**src/rtl/perf_monitor.sv**
```systemverilog
// Pipeline performance monitor: cycle, stall and branch counters with halt/timeout capture
// and a registered one-cycle readback port.
//   state   | meaning
//   IDLE    | waiting for en, nothing counts
//   RUN     | counters advance
//   HALTED  | hlt seen, counters frozen until clear/reset
//   TIMEOUT | MAX_CYCLES reached, counters frozen until clear/reset
module perf_monitor #(
    parameter int WIDTH      = 32,
    parameter int MAX_CYCLES = 100000000
) (
    input  logic             input_clk,
    input  logic             rst,
    input  logic             en,
    input  logic             clear,
    input  logic             stall,
    input  logic             br_resolved,
    input  logic             br_miss,
    input  logic             hlt,
    input  logic             rd_req,
    input  logic [1:0]       rd_sel,
    output logic [WIDTH-1:0] cycles_consumed,
    output logic [WIDTH-1:0] StallCount,
    output logic [WIDTH-1:0] BranchPredictionCount,
    output logic [WIDTH-1:0] BranchPredictionMissCount,
    output logic             halted,
    output logic             timeout,
    output logic             rd_ack,
    output logic [WIDTH-1:0] rd_data
);

    typedef enum logic [1:0] {IDLE, RUN, HALTED, TIMEOUT} state_t;

    // A limit that does not fit the counter is unreachable; the cycle counter just saturates.
    localparam logic [63:0]      LIMIT_WIDE = 64'(MAX_CYCLES) - 64'd1;
    localparam bit               TIMEOUT_ON = ((LIMIT_WIDE >> WIDTH) == 64'd0);
    localparam logic [WIDTH-1:0] LIMIT      = WIDTH'(LIMIT_WIDE);
    localparam logic [WIDTH-1:0] ONE        = WIDTH'(1);

    state_t           state_q, state_d;
    logic [WIDTH-1:0] cyc_d, stall_d, br_d, miss_d;
    logic [WIDTH-1:0] sel_val;

    function automatic logic [WIDTH-1:0] inc_sat(input logic [WIDTH-1:0] v);
        return (&v) ? v : v + ONE;
    endfunction

    always_comb begin
        state_d = state_q;
        cyc_d   = cycles_consumed;
        stall_d = StallCount;
        br_d    = BranchPredictionCount;
        miss_d  = BranchPredictionMissCount;
        if (clear) begin
            state_d = IDLE;
            cyc_d   = '0;
            stall_d = '0;
            br_d    = '0;
            miss_d  = '0;
        end else begin
            case (state_q)
                IDLE: begin
                    if (en) state_d = RUN;
                end
                RUN: begin
                    if (stall) stall_d = inc_sat(StallCount);
                    if (br_resolved) begin
                        br_d = inc_sat(BranchPredictionCount);
                        if (br_miss) miss_d = inc_sat(BranchPredictionMissCount);
                    end
                    // hlt wins over a coincident timeout and leaves the cycle count untouched
                    if (hlt) begin
                        state_d = HALTED;
                    end else begin
                        cyc_d = inc_sat(cycles_consumed);
                        if (TIMEOUT_ON && (cycles_consumed == LIMIT)) state_d = TIMEOUT;
                    end
                end
                default: ;
            endcase
        end
    end

    always_comb begin
        sel_val = '0;
        case (rd_sel)
            2'd0: sel_val = cycles_consumed;
            2'd1: sel_val = StallCount;
            2'd2: sel_val = BranchPredictionCount;
            2'd3: sel_val = BranchPredictionMissCount;
            default: sel_val = '0;
        endcase
    end

    always_ff @(posedge input_clk or negedge rst) begin
        if (!rst) begin
            state_q                   <= IDLE;
            cycles_consumed           <= '0;
            StallCount                <= '0;
            BranchPredictionCount     <= '0;
            BranchPredictionMissCount <= '0;
            halted                    <= 1'b0;
            timeout                   <= 1'b0;
            rd_ack                    <= 1'b0;
            rd_data                   <= '0;
        end else begin
            state_q                   <= state_d;
            cycles_consumed           <= cyc_d;
            StallCount                <= stall_d;
            BranchPredictionCount     <= br_d;
            BranchPredictionMissCount <= miss_d;
            halted                    <= (state_d == HALTED);
            timeout                   <= (state_d == TIMEOUT);
            rd_ack                    <= rd_req;
            rd_data                   <= rd_req ? sel_val : '0;
        end
    end

endmodule

```
**config.mk**
```make
export PLATFORM = sky130hd
export DESIGN_NAME = perf_monitor
export DESIGN_NICKNAME = d
export VERILOG_FILES = /design/src/rtl/perf_monitor.sv
export SDC_FILE = /design/constraint.sdc
export NUM_CORES = 1
export LEC_CHECK = 0
export CORE_MARGIN = 1.5
export CORE_UTILIZATION = 53
export CTS_CLUSTER_SIZE = 20
export DETAILED_ROUTE_END_ITERATION = 10
export DONT_BUFFER_PORTS = 1
export PLACE_DENSITY = 0.68
export SETUP_SLACK_MARGIN = 0.15
export SLEW_MARGIN = 10
export SYNTH_ARGS = -nofsm -noshare
export SYNTH_HDL_FRONTEND = slang
export SYNTH_SLANG_ARGS = --single-unit
export TNS_END_PERCENT = 1
```
**constraint.sdc**
```tcl
create_clock -name input_clk -period 4.95 [get_ports input_clk]
set_input_delay 0.495 -clock input_clk [delete_from_list [all_inputs] [get_ports input_clk]]
set_output_delay 0.495 -clock input_clk [all_outputs]
set_load 0.05 [all_outputs]
```
==> results.json <==
{
  "crit_top_cell": "nor4_1",
  "hp-class": "input port to flip-flop",
  "viasPerCell": 6.79,
  "grt_pass1_wl_um": 41900,
  "start_kind": "flip-flop",
  "grt_pass1_vias": 6944,
  "worst_setup_hold_path_clk_slew_ps": 60,
  "finalWirelength_um": 27100,
  "ys_warn_count": 0,
  "syn_area_um2": 9370,
  "crit_path_max_incr_delay_ps": 780,
  "antenna_found_initial": 0,
  "irDropWorstVdd_uv": 265,
  "avgSynthCellArea_um2": 10.1,
  "num_rows": 48,
  "ys_types": 75,
  "place_congestion": 0.896,
  "fin_nets": 911,
  "mostFrequentLayoutCell": "dfrtp_1",
  "cts_tree": "done",
  "max_slew_margin_pct": 39.2,
  "crit_type": "flip-flop to flip-flop",
  "dp_cells": 1101,
  "outcome": "completed",
  "syn_nets": 941,
  "cts.sinks": 165,
  "syn_to_final_growth_pct": 6.98,
  "cp.required_ps": 5270,
  "fin_cells": 1134,
  "dp_hpwl_um": 19100,
  "hold_viol": 0,
  "drt_iter0_markers": 678,
  "drc_errors": 0,
  "power_density_nw_per_um2": 282,
  "cp_num_buf_inv": 0,
  "setup_viol": 0,
  "drt_pass1_iterations": 5,
  "synth-seq-cells": 165,
  "synth_cells": 926,
  "clockRootBuffer": "clkbuf_16",
  "grt_use_total_pct": 30.2,
  "grt_overflow_total": 0,
  "fin_crit_ps": 3010,
  "initial_core_util_pct": 54.2,
  "skew_ps": 9.24,
  "hold_ws_ps": 89.7,
  "crit_chain": "nand4_1 -> nor4_1 -> a21o_1 -> nor4_1 -> mux2_2",
  "ys_seq_area_share_pct": 44.1,
  "clockBufferDepth": 2,
  "drv_slew": 0,
  "core_um2": 17300,
  "port_buffers": 0,
  "insertion_delay_ps": 440,
  "min_period_over_period_pct": 60.8,
  "die_x_um": 136,
  "synthArstFlopShare_pct": 100,
  "cap_viol_max_count": 0,
  "synth_edf_count": 0,
  "critPathArrivalTime_ps": 3330,
  "cts_buffers": 17,
  "antenna_left": 0,
  "die_h_um": 136,
  "dieArea_um2": 18500,
  "h-tree-depth": 4,
  "synth_ff_type": "dfrtp_1",
  "mostFrequentLayoutCells": "165 x dfrtp_1, 83 x a21oi_1, 68 x nor2_1",
  "finalSetupTns_ps": 0,
  "wl_per_cell_um": 23.9,
  "num_io_pins": 174,
  "num_antenna_cells": 0,
  "routed-via-count": 7698,
  "crit_slowest_cell": "nor4_1",
  "drive_gt1_share_pct": 12.8,
  "grt_max_degree": 166,
  "worstMarginPinSlew_ps": 905,
  "cp_max_fo": 21,
  "crit_family": "simple AND/OR/NAND/NOR gates",
  "finalPower_mw": 2.82,
  "rsz0062_at_grt": "false",
  "fmax_mhz": 332,
  "p_leak_nw": 3.89,
  "setup.worst_path.end_class": "flip-flop",
  "cts_resized": 0
}
==> state kept, by name, indices dropped and copies added (netlist names) <==
| signal | count |
|---|---|
| BranchPredictionCount | 32 |
| BranchPredictionMissCount | 32 |
| StallCount | 32 |
| cycles_consumed | 32 |
| rd_data | 32 |
| state_q | 2 |
| halted | 1 |
| rd_ack | 1 |
| timeout | 1 |
==> logic make-up (layout without fill, tap and decap cells) <==
| group | count (synthesis) | after routing | share of synthesized area [%] |
|---|---|---|---|
| AO/OA/AOI/OAI | 190 | 190 | 12.5 |
| adder cells (fa/ha/maj) | 4 | 4 | 0.534 |
| XOR/XNOR | 29 | 29 | 2.71 |
| buffers and inverters | 65 | 48 | 3.34 |
| multiplexers | 52 | 52 | 10.1 |
| AND/OR/NAND/NOR | 421 | 421 | 26.7 |
| flip-flops | 165 | 165 | 44.1 |
==> area by class of cell <==
type,instances,area (um2)
clock buffer,26,529
clock inverter,6,65.1
fill,1507,7270
inverter,13,48.8
multi-input combinational,696,4930
sequential,165,4130
tap,225,282
timing repair buffer,3,42.5
==> worst paths after layout <==
| path | from | endpoint | slack, ps | cells past startpoint |
|---|---|---|---|---|
| worst max-delay path | BranchPredictionMissCount[20] | BranchPredictionMissCount[31] | 1940 | 5 |
| worst min-delay path | rd_req | rd_ack | 90 | 0 |
| worst max register to register | BranchPredictionMissCount[20] | BranchPredictionMissCount[31] | 1940 | 5 |
| worst min register to register | state_q[1] | state_q[1] | 710 | 2 |
| max in group asynchronous | rst | cycles_consumed[23] | 4260 | 1 |
| min in group asynchronous | rst | StallCount[4] | 100 | 1 |
==> timing repair <==
item	CTS	global route
setup buffers	0	0
hold buffers	1	0
hold endpoints to repair	165	0
==> per-stage QoR <==
step           setup slack [ps]  instance area, um2  util (%)
2_1_floorplan              2520                9370         -
3_3_place_gp               2050                9400      54.4
3_5_place_dp               2010                9400      54.4
4_1_cts                    1990               10000      58.0
5_1_grt                    1710               10000      58.0
6_report                   1940               10000      58.0
==> power breakdown <==
group | internal, mW | switching [mW] | total (mW)
sequential | 1.36 | 0.0475 | 1.40
clock | 0.786 | 0.548 | 1.33
combinational | 0.0338 | 0.0507 | 0.0846
==> layer usage <==
metal  up-vias  track usage [%]  share of wire, %
met3        54             6.97               7.6
met2       316             45.6                47
met5         -                0                 0
met1      3854             42.4                43
met4         0             11.5               2.7
li1       3474                -                 -
==> cells in the mapped netlist (all sizes together), types with 26 or more instances <==
cell type | count | area [um2]
or4 | 29 | 225
dfrtp | 165 | 4130
nand4 | 49 | 364
nand3 | 42 | 210
and2 | 36 | 225
nor2 | 69 | 262
nor4 | 27 | 196
mux4 | 32 | 724
o21ai | 41 | 209
nand2 | 51 | 191
o31ai | 26 | 195
or3 | 42 | 269
a21oi | 84 | 424
clkbuf | 30 | 134
Note: power is estimated with default switching activity, not from simulation.
